==> src/rtl/matvec_stream_mac_if.sv <==
// Valid/ready stream bundle with an end-of-frame marker.
// Carries the x input stream and the y output stream of matvec_stream_mac.
interface matvec_stream_mac_if #(
    parameter int W = 8
);
    logic                valid;
    logic                ready;
    logic                last;
    logic signed [W-1:0] data;

    modport master (output valid, output data, output last, input ready);
    modport slave  (input valid, input data, input last, output ready);
endinterface

==> src/rtl/matvec_stream_mac.sv <==
// Streaming y = K*x: x arrives one column per beat, y leaves one row per beat.
// Optional MATVEC_STREAM_LAST_CHECK_EN adds a sticky frame_err flag for s_last misplacement.
module matvec_stream_mac #(
    parameter int R   = 8,
    parameter int C   = 8,
    parameter int W_X = 8,
    parameter int W_K = 8
) (
    input  logic                         clk,
    input  logic                         rstn,
    input  logic [R-1:0][C-1:0][W_K-1:0] k,
    matvec_stream_mac_if.slave           s_if,
    matvec_stream_mac_if.master          m_if
`ifdef MATVEC_STREAM_LAST_CHECK_EN
    ,
    output logic                         frame_err
`endif
);
    localparam int W_Y = W_X + W_K + $clog2(C);
    localparam int W_P = W_X + W_K;
    localparam int CW  = (C > 1) ? $clog2(C) : 1;
    localparam int RW  = (R > 1) ? $clog2(R) : 1;
    localparam logic [CW-1:0] COL_LAST = CW'(C - 1);
    localparam logic [RW-1:0] ROW_LAST = RW'(R - 1);

    typedef enum logic {ACC, OUT} state_t;

    state_t                state_q, state_d;
    logic [CW-1:0]         col_q, col_d;
    logic [RW-1:0]         row_q, row_d;
    logic signed [W_Y-1:0] acc_q [R];
    logic signed [W_Y-1:0] acc_d [R];
    logic signed [W_P-1:0] prod  [R];
    logic signed [W_Y-1:0] prod_ext [R];

    always_comb begin
        for (int r = 0; r < R; r++) begin
            prod[r]     = $signed(k[r][col_q]) * s_if.data;
            prod_ext[r] = {{(W_Y - W_P){prod[r][W_P-1]}}, prod[r]};
        end
    end

    always_comb begin
        state_d     = state_q;
        col_d       = col_q;
        row_d       = row_q;
        acc_d       = acc_q;
        s_if.ready  = 1'b0;
        m_if.valid  = 1'b0;
        m_if.last   = 1'b0;
        m_if.data   = '0;
        case (state_q)
            ACC: begin
                s_if.ready = 1'b1;
                if (s_if.valid) begin
                    // column 0 overwrites, so no separate clear cycle between frames
                    for (int r = 0; r < R; r++)
                        acc_d[r] = (col_q == '0) ? prod_ext[r] : acc_q[r] + prod_ext[r];
                    if (col_q == COL_LAST) begin
                        col_d   = '0;
                        row_d   = '0;
                        state_d = OUT;
                    end else begin
                        col_d = col_q + CW'(1);
                    end
                end
            end
            OUT: begin
                m_if.valid = 1'b1;
                m_if.data  = acc_q[row_q];
                m_if.last  = (row_q == ROW_LAST);
                if (m_if.ready) begin
                    if (row_q == ROW_LAST) begin
                        row_d   = '0;
                        state_d = ACC;
                    end else begin
                        row_d = row_q + RW'(1);
                    end
                end
            end
            default: state_d = ACC;
        endcase
    end

    always_ff @(posedge clk) begin
        if (!rstn) begin
            state_q <= ACC;
            col_q   <= '0;
            row_q   <= '0;
            for (int r = 0; r < R; r++) acc_q[r] <= '0;
        end else begin
            state_q <= state_d;
            col_q   <= col_d;
            row_q   <= row_d;
            acc_q   <= acc_d;
        end
    end

`ifdef MATVEC_STREAM_LAST_CHECK_EN
    logic frame_err_q;

    always_ff @(posedge clk) begin
        if (!rstn)
            frame_err_q <= 1'b0;
        else if (state_q == ACC && s_if.valid && (s_if.last != (col_q == COL_LAST)))
            frame_err_q <= 1'b1;
    end

    assign frame_err = frame_err_q;
`else
    logic unused_s_last;
    assign unused_s_last = s_if.last;
`endif
endmodule

==> src/flat_wrapper.sv <==
// flat-port wrapper written by rule: the top's interface ports become plain ports
module matvec_stream_mac_flat 
#(
    parameter int R   = 8,
    parameter int C   = 8,
    parameter int W_X = 8,
    parameter int W_K = 8
)
  (clk, rstn, k, s_if_valid, s_if_data, s_if_last, s_if_ready, m_if_valid, m_if_data, m_if_last, m_if_ready);
  matvec_stream_mac_if #(.W(W_X)) s_if_i ();
  matvec_stream_mac_if #(.W((19))) m_if_i ();
  input  logic clk;
  input  logic rstn;
  input  logic [R-1:0][C-1:0][W_K-1:0] k;
  input wire logic [$bits(s_if_i.valid)-1:0] s_if_valid;
  input wire logic [$bits(s_if_i.data)-1:0] s_if_data;
  input wire logic [$bits(s_if_i.last)-1:0] s_if_last;
  output wire logic [$bits(s_if_i.ready)-1:0] s_if_ready;
  output wire logic [$bits(m_if_i.valid)-1:0] m_if_valid;
  output wire logic [$bits(m_if_i.data)-1:0] m_if_data;
  output wire logic [$bits(m_if_i.last)-1:0] m_if_last;
  input wire logic [$bits(m_if_i.ready)-1:0] m_if_ready;
  assign s_if_i.valid = s_if_valid;
  assign s_if_i.data = s_if_data;
  assign s_if_i.last = s_if_last;
  assign s_if_ready = s_if_i.ready;
  assign m_if_valid = m_if_i.valid;
  assign m_if_data = m_if_i.data;
  assign m_if_last = m_if_i.last;
  assign m_if_i.ready = m_if_ready;
  matvec_stream_mac #(.R(R), .C(C), .W_X(W_X), .W_K(W_K)) u_core (.clk(clk), .rstn(rstn), .k(k), .s_if(s_if_i), .m_if(m_if_i));
endmodule
==> config.mk <==
export PLATFORM = sky130hd
export DESIGN_NAME = matvec_stream_mac_flat
export DESIGN_NICKNAME = d
export VERILOG_FILES = /design/src/rtl/matvec_stream_mac_if.sv /design/src/rtl/matvec_stream_mac.sv /design/src/flat_wrapper.sv
export SDC_FILE = /design/constraint.sdc
export NUM_CORES = 2
export LEC_CHECK = 0
export ABC_AREA = 1
export BUFFER_PORTS_ARGS = -buffer_cell sky130_fd_sc_hd__buf_4
export CORE_UTILIZATION = 45
export DETAILED_ROUTE_END_ITERATION = 8
export PLACE_DENSITY_LB_ADDON = 0.15
export SYNTH_ARGS = -nofsm -noshare
export SYNTH_HDL_FRONTEND = slang
export SYNTH_SLANG_ARGS = --single-unit
==> constraint.sdc <==
create_clock -name clk -period 7.37 [get_ports clk]
set_input_delay 1.474 -clock clk [delete_from_list [all_inputs] [get_ports clk]]
set_output_delay 1.474 -clock clk [all_outputs]
set_load 0.1 [all_outputs]
* After elaboration in Yosys (flattened, before gate mapping) *
Index checks and enable logic that the tools add are counted.

storage, ports and cells
  memories = 0
  bits in registers = 159
  memory bits (writable) = 0
  latch bits = 0
  memory bits (read-only) = 0
  bits of input ports = 525

cells by class
  magnitude comparators = 2
  bitwise gates (word level) = 2
  shift-type cells = 0
  add/sub/neg operators = 10
  $mul = 8
  equal/unequal tests = 5
  reductions and logical operators = 3
  muxes and demuxes = 42
  divide/modulo/power cells = 0

operators with widths
  cell                   count
  $mux W19               11
  $bmux W8 S3            8
  $add A19 B16 Y19       8
  $mul A8 B8 Y16         8
  $mux W8                8
  $bmux W19 S3           1
  $mux W3                5
  $mux W1                7
  $add A3 B1 Y3 const B  2
  $eq A3 B3 Y1 const B   2
  $pmux W3 S2            1
  $ge A4 B4 Y1 const B   1
  $lt A3 B4 Y1 const B   1
  $ne A2 B2 Y1 const B   2
  $not A3 Y4             1
  $logic_not A3 Y1       1
  $reduce_and A3 Y1      1
  $ne A2 B1 Y1 const B   1
  $pmux W1 S2            1
  $reduce_and A2 Y1      1
  $not A1 Y1             1

* Depth between registers and ports, before layout *
  word-level depth = 5
  mapped depth = 42
  gate-level depth less buffers = 40

* Least setup slack after synthesis *
No wires, ideal clock.

  kind = input to register
  start point = input s_if_data[7]
  end point = register u_core.acc_q[15] in the netlist's numbering
  data arrival time = 6.987 ns
  data required time = 7.261 ns
  stages on the path = 29
  slack = 0.274 ns
  path through = clkbuf_1 -> inv_1 -> clkbuf_1 -> fa_1 -> fa_1 -> inv_1 -> fa_1 -> inv_1 -> fa_1 -> inv_1 -> ha_1 -> inv_1 -> o21ai_0 -> nand2_1 -> nand3_1 -> a21oi_1 -> or2_2 -> nand2_1 -> inv_1 -> ha_1 -> a21oi_1 -> o21bai_1 -> a21oi_1 -> nand2_1 -> or2_2 -> nand3_1 -> nand2_1 -> nand2_1 -> inv_1

on the way
  word-level cells in the longest chain between the ends = 3

ends and longest elaborated chain
  element                 line                     source
  start: declaration      flat_wrapper.sv:16       input wire logic [$bits(s_if_i.data)-1:0] s_if_data;
  $mul A8 B8 Y16 *        matvec_stream_mac.sv:38  prod[r] = $signed(k[r][col_q]) * s_if.data;
  $add A19 B16 Y19        matvec_stream_mac.sv:58  acc_d[r] = (col_q == '0) ? prod_ext[r] : acc_q[r] + prod_ext[r];
  $mux W19 *              matvec_stream_mac.sv:58
  end signal: assignment  matvec_stream_mac.sv:95  acc_q <= acc_d;
  end: declaration        matvec_stream_mac.sv:31  logic signed [W_Y-1:0] acc_q [R];

Mark *: on every way between the ends. The rest lies on a longest branch, timed or not.
A chain may end at the register's enable or synchronous reset.

* Worst setup path in the final report *
  start point = input k[407] in the netlist's numbering
  end point = register u_core.acc_q[37] in the netlist's numbering

on the way
  word-level cells in the longest chain between the ends = 5

ends and longest elaborated chain
  element                          line                     source
  start: declaration               flat_wrapper.sv:14       input logic [R-1:0][C-1:0][W_K-1:0] k;
  $bmux W8 S3 *                    matvec_stream_mac.sv:38
  $mux W8 (implied by the code) *  matvec_stream_mac.sv:38
  $mul A8 B8 Y16 *                 matvec_stream_mac.sv:38
  $add A19 B16 Y19                 matvec_stream_mac.sv:58
  $mux W19 *                       matvec_stream_mac.sv:58

Mark *: on every way between the ends. The rest lies on a longest branch, timed or not. The select of a mux whose other input is x is not followed.

==> key figures <==
Synthesis
  – Seq/Total Area, Yosys: 7.67%
  – Netlist cell types: 44
  – Synth warn: 0
  – Post-Synth Adder-Cell Area: 33.6%
  – Complex-gate fraction of the synthesized area: 17.2%
  – Yosys top cell by area: fa_1
  – Yosys top cell area share: 21.6%
  – Synth Net Count: 7837
  – Synth Area in Simple Gates: 26.1%
  – Mapped cell area: 41500 um^2
  – Cells after Synth: 6467
  – Top cells by area, synth: fa_1 (22%), ha_1 (12%), nand2_1 (12%)
  – Mux share of post-synthesis cell area: 0%
  – Synthesized area per cell: 6.42 um^2
  – Largest family of logic cells by synthesized area: adder cells
  – XOR/XNOR Fraction of Synth Area: 2.15%
  – Synth Register Bits: 159

Floorplan
  – Die height: 306 um
  – Chip width: 306 um
  – Num ports: 547
  – Die area: 93500 um^2
  – Core Rows: 111
  – Initial Utilization: 45.4%
  – Area of the core: 91500 um^2

Global routing
  – Largest net degree at the start of global routing: 100
  – Total GRT Usage: 34.6%
  – Vias in the first global route: 45612
  – Overflow left after global routing: 0
  – Antenna violations before repair: 5
  – First-pass GRT wire length: 251 mm

Placed design
  – Pre-CTS setup slack: -0.309 ns
  – Dpl hpwl: 132 mm
  – PortBufs: 545
  – Placed inst area: 51200 um^2
  – Placed cells: 8577
  – Gpl congestion: 0.989

Status
  – Outcome: finished, final reports clean

Drt
  – Iteration-0 DRC Markers: 3602
  – Detail Route Antenna Nets: 0
  – DRC: 0
  – Post-DR wirelength/cell: 18.6 um
  – Vias: 46014
  – Via/cell ratio: 5.34
  – Final WL: 161 mm
  – Drt pass-1 iters: 8

Clock tree
  – Clock Root Buffer: clkbuf_16
  – CTS Buf Count: 17
  – Clk_lat worst skew: 0.50 ns
  – Htree depth: 4
  – Max Root-Sink Buffers: 2
  – Clk slew on worst S/H paths: 0.07 ns
  – CTS sink count: 159
  – CTS tree: yes

Setup path
  – Required @ worst endpoint: 7.77 ns
  – Nature of the critical path startpoint: input pin
  – Crit-path slowest cell: fa_1
  – Crit-path max cell delay: 0.53 ns
  – Crit path capture type: flip-flop
  – Arrival @ worst endpoint: 7.45 ns
  – Crit Path Category: input pin to flip-flop
  – Crit-path max FO: 5
  – Cell family with the largest share of critical-path delay: adder cells
  – Bufs and invs on worst path: 9

Timing
  – Pins Over Slew Limit: 0
  – Worst setup margin: 0.323 ns
  – Final Critical Period: 7.05 ns
  – Final setup skew: 0.0125 ns
  – Max-slew headroom: 35.2%
  – Final Hold Viols: 0
  – F_max: 142 MHz
  – Setup violation total in the final timing report: 0
  – Worst slew pin tran: 0.971 ns
  – Final Cycle Share: 95.6%

Cells and area
  – Nets: 8782
  – Area Growth Syn to Fin: 25.7%
  – Commonest cells after routing, fill and taps aside: nand2_1 (1279), buf_4 (1146), inv_1 (1130), nor2_1 (930), o21ai_0 (560)
  – Layout cells sized above 1: 18.8%
  – Final cell count without fillers: 8614
  – Commonest non-fill, non-tap cell in the layout: nand2_1
  – Final Cell Area: 52200 um^2

Flow run
  – MaxCap Viol Count: 0

Min path
  – HP Class: flip-flop to flip-flop
[kinds of logic (layout without fill, tap and decap cells)]
family,count (synthesis),in the layout
simple gates,2677,2677
buf+inv,1442,2400
compound gates,1242,1242
fa+ha+maj,845,845
flops,159,159
xor+xnor,102,102
other cells,0,3
[routing by layer]
layer | part of all wire [%] | routed length (um) | global-route usage (%)
met3 | 7.3 | 11700 | 5.72
met5 | 0.0056 | 9 | 0
met1 | 41 | 66400 | 43.2
met2 | 46 | 73700 | 57.6
met4 | 5.5 | 8840 | 17.1
[worst paths after layout]
path | cells after the start | end | start | slack [ns]
worst min register to register | 2 | u_core.acc_q[81] | u_core.acc_q[81] | 0.50
worst max-delay path | 33 | u_core.acc_q[37] | k[407] | 0.32
worst min-delay path | 2 | u_core.acc_q[81] | u_core.acc_q[81] | 0.50
worst max register to register | 33 | u_core.acc_q[37] | u_core.col_q[0] | 0.39
[synth_stat cells, drive strengths merged]
cell       n
buf       69
or2       32
o211ai    18
a211oi     2
nand4     48
clkbuf   192
nand3    283
xor2      74
nand3b    33
inv     1181
o21ai    580
nand2   1298
a31oi    100
o21bai    41
fa       448
ha       397
xnor2     28
a21o      20
a21oi    327
nor2     948
a21boi     5
nor2b      1
o221ai    96
o21a       2
a31o       5
and2       9
nor3      22
o22ai     43
dfxtp    159
a211o      3
nand2b     2
nor4       1
[worst register-to-register path: cells and delay by family, from the launching register on]
kind / cells / cell delay (ns)
adder cells (fa/ha/maj): 6 / 2.69
AND/OR/NAND/NOR: 14 / 1.82
buffers and inverters: 9 / 0.98
AO/OA/AOI/OAI: 4 / 0.87
flip-flops: 1 / 0.54
[sequential cells by signal, indices dropped and copies added (netlist names)]
name / flops
u_core.row_q: 3
u_core.state_q: 1
u_core.col_q: 3
u_core.acc_q: 152
[area by class of cell]
cell class / count / area, um^2
diodes: 3 / 7.51
fillers: 9099 / 39300
well taps: 1186 / 1480
clock inverters: 12 / 159
multi-input cells: 4866 / 33000
clock buffers: 20 / 437
flip-flops and latches: 159 / 3190
repair buffers: 1187 / 9410
inverters: 1181 / 4470
[what timing repair did]
action                                  4_1_cts  5_1_grt
hold buffers                                  0        0
endpoints found under the setup margin        0       37
resized for setup                             0       69
buffers inserted                              0        1
[stage by stage]
| stage | hold slack [ns] | TNS (ns) | utilization (%) |
|---|---|---|---|
| 6_report | 0.495 | 0 | 57.0 |
| 5_1_grt | 0.522 | -0.0405 | 57.0 |
| 4_1_cts | 0.497 | 0 | 56.6 |
| 3_5_place_dp | 0.486 | -4.82 | 56.0 |
| 3_3_place_gp | 0.474 | -3.43 | 56.0 |
| 2_1_floorplan | 0.459 | 0 | - |
Power is left out: the tool's default activity adds up to more than one toggle a clock period on the data nets, which glitch-free logic cannot reach.
